===== config.mk =====
export PLATFORM = sky130hd
export DESIGN_NAME = dmem_port_arbiter
export DESIGN_NICKNAME = d
export VERILOG_FILES = /design/src/rtl/dmem_port_arbiter.sv
export SDC_FILE = /design/constraint.sdc
export NUM_CORES = 1
export LEC_CHECK = 0
export CAP_MARGIN = 10
export CORE_AREA = 3 3 120 122
export DETAILED_ROUTE_END_ITERATION = 10
export DIE_AREA = 0 0 123 125
export PLACE_DENSITY = 0.59
export SYNTH_ARGS = -nofsm -noshare
export SYNTH_HDL_FRONTEND = slang
export SYNTH_SLANG_ARGS = --single-unit

===== constraint.sdc =====
create_clock -name clk -period 2.4 [get_ports clk]
set_input_delay 0.36 -clock clk [delete_from_list [all_inputs] [get_ports clk]]
set_output_delay 0.36 -clock clk [all_outputs]
set_load 0.05 [all_outputs]

===== src/rtl/dmem_port_arbiter.sv =====
// DMEM port arbiter: shares BRAM port B between the MEM-stage LSU (CPU) and
// an external loader/debug requester (LDR). The CPU has priority; a starvation
// counter forces an occasional loader grant, and a lock mode gives the loader
// exclusive ownership while the pipeline is held.
module dmem_port_arbiter #(
    parameter int STARVE_LIM = 4,
    parameter int ADDR_W     = 32
) (
    input  logic              clk,
    input  logic              rst,
    input  logic              cpu_req,
    input  logic [3:0]        cpu_we,
    input  logic [ADDR_W-1:0] cpu_addr,
    input  logic [31:0]       cpu_wdata,
    output logic [31:0]       cpu_rdata,
    output logic              cpu_rvalid,
    output logic              cpu_stall,
    input  logic              ldr_req,
    input  logic              ldr_lock,
    input  logic [3:0]        ldr_we,
    input  logic [ADDR_W-1:0] ldr_addr,
    input  logic [31:0]       ldr_wdata,
    output logic              ldr_ready,
    output logic [31:0]       ldr_rdata,
    output logic              ldr_rvalid,
    output logic              ldr_locked,
    output logic [3:0]        mem_we,
    output logic [ADDR_W-1:0] mem_addr,
    output logic [31:0]       mem_wdata,
    input  logic [31:0]       mem_rdata
);

    typedef enum logic [1:0] {
        ST_RUN   = 2'd0,
        ST_FORCE = 2'd1,
        ST_LOCK  = 2'd2
    } state_t;

    typedef enum logic [1:0] {
        OWN_NONE = 2'd0,
        OWN_CPU  = 2'd1,
        OWN_LDR  = 2'd2
    } owner_t;

    localparam logic [3:0] STARVE_MAX = 4'(STARVE_LIM - 1);

    state_t     state_q, state_d;
    owner_t     owner_q, owner_d;
    logic [3:0] starve_q, starve_d;
    logic       locked_q;
    logic       cpu_gnt_s;
    logic       ldr_gnt_s;
    logic       ldr_refused_s;

    // Per-cycle grant decision from the current state and the live requests.
    always_comb begin
        cpu_gnt_s = 1'b0;
        ldr_gnt_s = 1'b0;
        case (state_q)
            ST_RUN: begin
                if (cpu_req) begin
                    cpu_gnt_s = 1'b1;
                end else if (ldr_req) begin
                    ldr_gnt_s = 1'b1;
                end else begin
                    cpu_gnt_s = 1'b0;
                end
            end
            ST_FORCE: ldr_gnt_s = ldr_req;
            ST_LOCK:  ldr_gnt_s = ldr_req;
            default: begin
                cpu_gnt_s = 1'b0;
                ldr_gnt_s = 1'b0;
            end
        endcase
    end

    assign ldr_refused_s = ldr_req & ~ldr_gnt_s;

    // Next state, starvation count and read-owner computation.
    always_comb begin
        state_d  = state_q;
        starve_d = starve_q;
        case (state_q)
            ST_RUN: begin
                if (ldr_gnt_s) begin
                    starve_d = 4'd0;
                end else if (ldr_refused_s) begin
                    starve_d = starve_q + 4'd1;
                end else begin
                    starve_d = starve_q;
                end
                // Lock outranks the forced grant when both become due together.
                if (ldr_lock) begin
                    state_d = ST_LOCK;
                end else if (ldr_refused_s && (starve_q == STARVE_MAX)) begin
                    state_d = ST_FORCE;
                end else begin
                    state_d = ST_RUN;
                end
            end
            ST_FORCE: begin
                starve_d = 4'd0;
                state_d  = ldr_lock ? ST_LOCK : ST_RUN;
            end
            ST_LOCK: begin
                starve_d = 4'd0;
                state_d  = ldr_lock ? ST_LOCK : ST_RUN;
            end
            default: begin
                starve_d = 4'd0;
                state_d  = ST_RUN;
            end
        endcase

        if (cpu_gnt_s && (cpu_we == 4'd0)) begin
            owner_d = OWN_CPU;
        end else if (ldr_gnt_s && (ldr_we == 4'd0)) begin
            owner_d = OWN_LDR;
        end else begin
            owner_d = OWN_NONE;
        end
    end

    // State, counter, read-owner and lock-flag registers.
    always_ff @(posedge clk) begin
        if (rst) begin
            state_q  <= ST_RUN;
            starve_q <= 4'd0;
            owner_q  <= OWN_NONE;
            locked_q <= 1'b0;
        end else begin
            state_q  <= state_d;
            starve_q <= starve_d;
            owner_q  <= owner_d;
            locked_q <= (state_d == ST_LOCK);
        end
    end

    // Port B mux: drive the granted requester, otherwise an idle all-zero bus.
    always_comb begin
        mem_we    = 4'd0;
        mem_addr  = '0;
        mem_wdata = 32'd0;
        if (cpu_gnt_s) begin
            mem_we    = cpu_we;
            mem_addr  = cpu_addr;
            mem_wdata = cpu_wdata;
        end else if (ldr_gnt_s) begin
            mem_we    = ldr_we;
            mem_addr  = ldr_addr;
            mem_wdata = ldr_wdata;
        end else begin
            mem_we    = 4'd0;
            mem_addr  = '0;
            mem_wdata = 32'd0;
        end
    end

    // locked_q mirrors state_q == ST_LOCK, so it doubles as the hold for the CPU.
    assign cpu_stall  = locked_q | (cpu_req & ~cpu_gnt_s);
    assign ldr_ready  = ldr_gnt_s;
    assign ldr_locked = locked_q;
    assign cpu_rvalid = (owner_q == OWN_CPU);
    assign ldr_rvalid = (owner_q == OWN_LDR);
    assign cpu_rdata  = cpu_rvalid ? mem_rdata : 32'd0;
    assign ldr_rdata  = ldr_rvalid ? mem_rdata : 32'd0;

endmodule


Yosys cells after proc, flatten, opt, wreduce, memory -nomap -nowiden
Index checks and enable logic that the tools add are counted.
Storage, ports and cells
  bits in registers: 9
  input bits: 173
  output and inout port bits: 137
  word-level logic and storage cells: 46
Operators by class
  add/sub/neg operators: 1
  equal/unequal tests: 6
  muxes and demuxes: 19
  bitwise gates (word level): 6
  reductions and logical operators: 9
Operators by type and width (count)
  $mux W32: 6
  $logic_not A4 Y1: 2
  $mux W4: 2
  $eq A2 B2 Y1 const B: 3
  $mux W1: 6
  $mux W2: 3
  $add A4 B1 Y4 const B: 1
  $eq A2 B1 Y1 const B: 2
  $eq A4 B2 Y1 const B: 1
  $pmux W2 S2: 1
  $reduce_or A2 Y1: 2
  $logic_and A1 B1 Y1: 3
  $not A1 Y1: 3
  $reduce_or A3 Y1: 1
  $and A1 B1 Y1: 2
  $logic_not A2 Y1: 1
  $pmux W1 S2: 1
  $or A1 B1 Y1: 1

Longest topological paths before layout
  depth after elaboration: 10
  depth in mapped cells: 8

Worst setup path before layout
OpenSTA, ideal clock, no wires.
  path type: flip-flop to output port
  start: register state_q[0]
  end: output port mem_we[2]
  data arrival time: 1.962 ns
  required time: 2.040 ns
  slack: 0.078 ns
  stages on the path, launching flop included: 6
  path buffers: 0
  cells stage by stage: dfxtp_1 > inv_1 > ha_1 > nor2b_4 > o21ai_0 > o21ai_0
Between the ends
  cells in the longest elaborated chain, start to end: 5
  elaborated cells on any way between the ends: 8
  classes of those cells: eq/ne: 2; mux: 4; reduce/logical: 2
Ends and longest elaborated chain
  start, declared: line 47  | state_t state_q, state_d;
  start signal, assigned: line 133  | state_q <= state_d;
  $eq A2 B2 Y1 or $eq A2 B1 Y1 (tied branches): line 59  | case (state_q)
  $reduce_or A2 Y1 (no line)
  $pmux W1 S2: line 59
  $mux W4: line 149  | end else if (ldr_gnt_s) begin
  $mux W4 (*): line 145  | if (cpu_gnt_s) begin
  end, declared: line 27  | output logic [3:0] mem_we,
Every way passes the cells marked *; elsewhere a longest branch is shown, timed or not.

Worst setup path after layout
  start: input port cpu_req
  end: output port mem_addr[12]
Between the ends
  cells in the longest elaborated chain, start to end: 4
  elaborated cells on any way between the ends: 6
  classes of those cells: mux: 6
Ends and longest elaborated chain
  start, declared: line 11  | input logic cpu_req,
  $mux W1: line 61  | if (cpu_req) begin
  $pmux W1 S2: line 59
  $mux W32: line 149
  $mux W32 (*): line 145
  end, declared: line 28  | output logic [ADDR_W-1:0] mem_addr,
Marked as above.

==> impl_results.md <==
- Iter 0 DRT Violations: between 90 and 100
- Clock Path Buffers: 2
- Leading cell type in the layout, fill and taps excluded: clkdlybuf4s50_1
- VDD IR max: ~0.16 mV
- Die height: around 130 um
- Buffers on Ports: slightly above 300
- Final setup vio count: 0
- Drt drc: 0
- Vias in the first global route: ~3k
- GR Util met1: between 10% and 20%
- PwrDens: roughly 300 nW/um^2
- Total of max-cap violations: 0
- Worst reg2reg path depth: 6
- First-pass DRT Iterations: 4
- Post-cts resize count: 0
- Reg2Reg Setup Slack: between 0.8 and 0.9 ns
- Slew at the pin closest to its max-slew limit: around 0.51 ns
- CTS tree: built
- Type of origin of the critical path: input port
- Post-Syn Area: around 1600 sq um
- Finished Core Util: between 40% and 50%
- Core outline area: 13,300 sq um
- Row Count: 42
- Crit path from: cpu_req
- GRT met2 Usage: between 20% and 30%
- DP Wirelength: about 12,000 um
- Via/cell ratio: approximately 4.2
- Yosys Warn Count: 0
- H-tree depth: 1
- Io pins: slightly above 300
- CP max FO: 36
- Wire length per cell: ~19 um
- Largest net degree at the start of global routing: 38
- Final Max Tran Viols: 0
- Status: completed
- Setup bufs post-CTS: 0
- RSZ-0062 raised after global routing: false
- First-pass GRT wire length: around 18,000 um
- Peak Freq: 435 MHz
- Final Critical Period: 2.30 ns
- Global router's overall resource usage: around 16%
- N_diodes: 0
- Share of layout cells above drive strength 1: a little under a third
- Slew HR: between 60% and 70%
- Area leader, netlist: a22o_1
- HP Class: reg2reg
- Arr. time, crit path: 1.94 ns
- Most frequent cells in the layout: 173 x clkdlybuf4s50_1, 130 x buf_12, 66 x a22o_1
- Area Overhead vs Synth: 285%
- Worst setup endpoint: mem_addr[12]
- Clock transition at path regs: roughly 0.040 ns
- Syn Inst Count: 210
- Gr ovfl total: 0
- Main area contributors after synthesis: a22o_1 36%, and2_1 25%, dfxtp_1 11%
- Grt peak-use layer: met2
- FF-to-FF Start: state_q[1]$_SDFF_PP0_
- Crit. End Element: output pin
- Setup CP Type: in2out
- Reg2reg end: state_q[0]$_SDFF_PP0_
- Clock skew: around 0.0018 ns
- GR Layer Usage met3: around 5.1%
- Setup TNS: 0 ns
- Sink Count: 9
- Initial core utilization: about an eighth
- Synth top area share: between 30 and 40%
- Full die area: roughly 15,000 sq um
- Gp weighted congestion: 0.928
- CTS root buf: clkbuf_16
- Syn Area/Cell: 7.71 sq um
- Clk Latency, worst-skew pair: ~0.23 ns
- Syn Nets: 386
- Netlist cell types: 29
- Vias: around 2.8k
- Post-detailed-routing wire length: 12,900 um
- Die width: approximately 120 um
- Tcrit/Tclk final: roughly 96%
- Initial antenna violation count: 0
- Leak: about 2.6 nW
- Detail Route Antenna Nets: 0
- Nets: 685
- Cts hold-fix bufs: 0
- Critical path data required time: approximately 2.0 ns
- Final hold vios: 0
- Seq/Total Area, Yosys: 11.1%
- Num CTS Buffers: 3
- Synthesis-stage register bit count: 9
## power breakdown
part / internal [mW] / switching [mW]
clock: 0.219 / 0.0706
sequential: 0.154 / 0.00256
combinational: 0.735 / 0.637
## flip-flops by register name (all words and copies together) (netlist names)
name	flops
state_q	2
ldr_locked	1
owner_q	2
starve_q	4
## per-stage QoR
| step | hold WS, ns | cell area (sq um) | total power, mW | std cells | worst slack [ns] |
|---|---|---|---|---|---|
| finish | 0.470 | 6230 | 1.82 | 684 | 0.101 |
| global route | 0.464 | 6230 | 1.89 | 684 | 0.0266 |
| CTS | 0.451 | 6220 | 1.84 | 684 | 0.0777 |
| detailed placement | 0.444 | 6140 | 1.54 | 680 | 0.0781 |
| global placement | 0.417 | 6140 | 1.53 | 680 | 0.0681 |
| floorplan | 0.412 | 1620 | 0.715 | 210 | 0.0778 |
## cells in the mapped netlist
cell / number
a22o_1: 67
and2_1: 65
buf_2: 10
dfxtp_1: 9
clkbuf_1: 6
inv_1: 6
nand2_1: 5
buf_6: 4
nor2_1: 4
a21o_1: 3
ha_1: 3
nor2b_1: 3
or4_1: 3
a21oi_1: 2
nand2b_1: 2
nand3_1: 2
nor2b_4: 2
nor4b_1: 2
o21ai_0: 2
a211o_1: 1
a21oi_2: 1
and3_1: 1
buf_4: 1
mux2i_1: 1
nor3_1: 1
nor4_1: 1
nor4_2: 1
o21ai_2: 1
xnor2_1: 1
## kinds of logic (layout without fill, tap and decap cells)
| kind of cell | Yosys count | after routing | synth area share [%] |
|---|---|---|---|
| simple gates | 92 | 92 | 35.8 |
| compound gates | 77 | 77 | 40.5 |
| buf+inv | 27 | 325 | 9.12 |
| flops | 9 | 9 | 11.1 |
| fa+ha+maj | 3 | 3 | 2.32 |
| xor+xnor | 1 | 1 | 0.541 |
| mux | 1 | 1 | 0.618 |
## worst min-delay path by stage
stage	start	slack, ns	cells after the start	to
after floorplan	starve_q[3]$_SDFFE_PP0N_	0.41	1	state_q[0]$_SDFF_PP0_
after global placement	starve_q[3]$_SDFFE_PP0N_	0.42	1	state_q[0]$_SDFF_PP0_
after detailed placement	starve_q[3]$_SDFFE_PP0N_	0.44	1	state_q[0]$_SDFF_PP0_
after CTS	starve_q[3]$_SDFFE_PP0N_	0.45	1	state_q[0]$_SDFF_PP0_
after global routing	starve_q[3]$_SDFFE_PP0N_	0.46	1	state_q[0]$_SDFF_PP0_
final	starve_q[3]$_SDFFE_PP0N_	0.47	1	state_q[0]$_SDFF_PP0_
## layer usage
layer,vias up,share of wire (%)
li1,1366,-
met1,1284,33
met2,188,53
met3,10,13
met4,0,1.6
met5,-,0
## worst max-delay path: stages
cell and delay [ns]:
clkdlybuf4s50_1 0.53, nor2b_4 0.19, a21oi_2 0.06, nor2b_4 0.17
buf_12 0.22, a22o_1 0.24, buf_12 0.16
## area by class of cell
cell class	count	area [sq um]
Tap cell	176	220
Clock inverter	1	5.00
Fill cell	1191	7060
Sequential cell	9	180
Multi-Input combinational cell	174	1310
Timing Repair Buffer	315	4420
Clock buffer	3	75.1
Inverter	6	22.5
(Power assumes the default switching activity.)
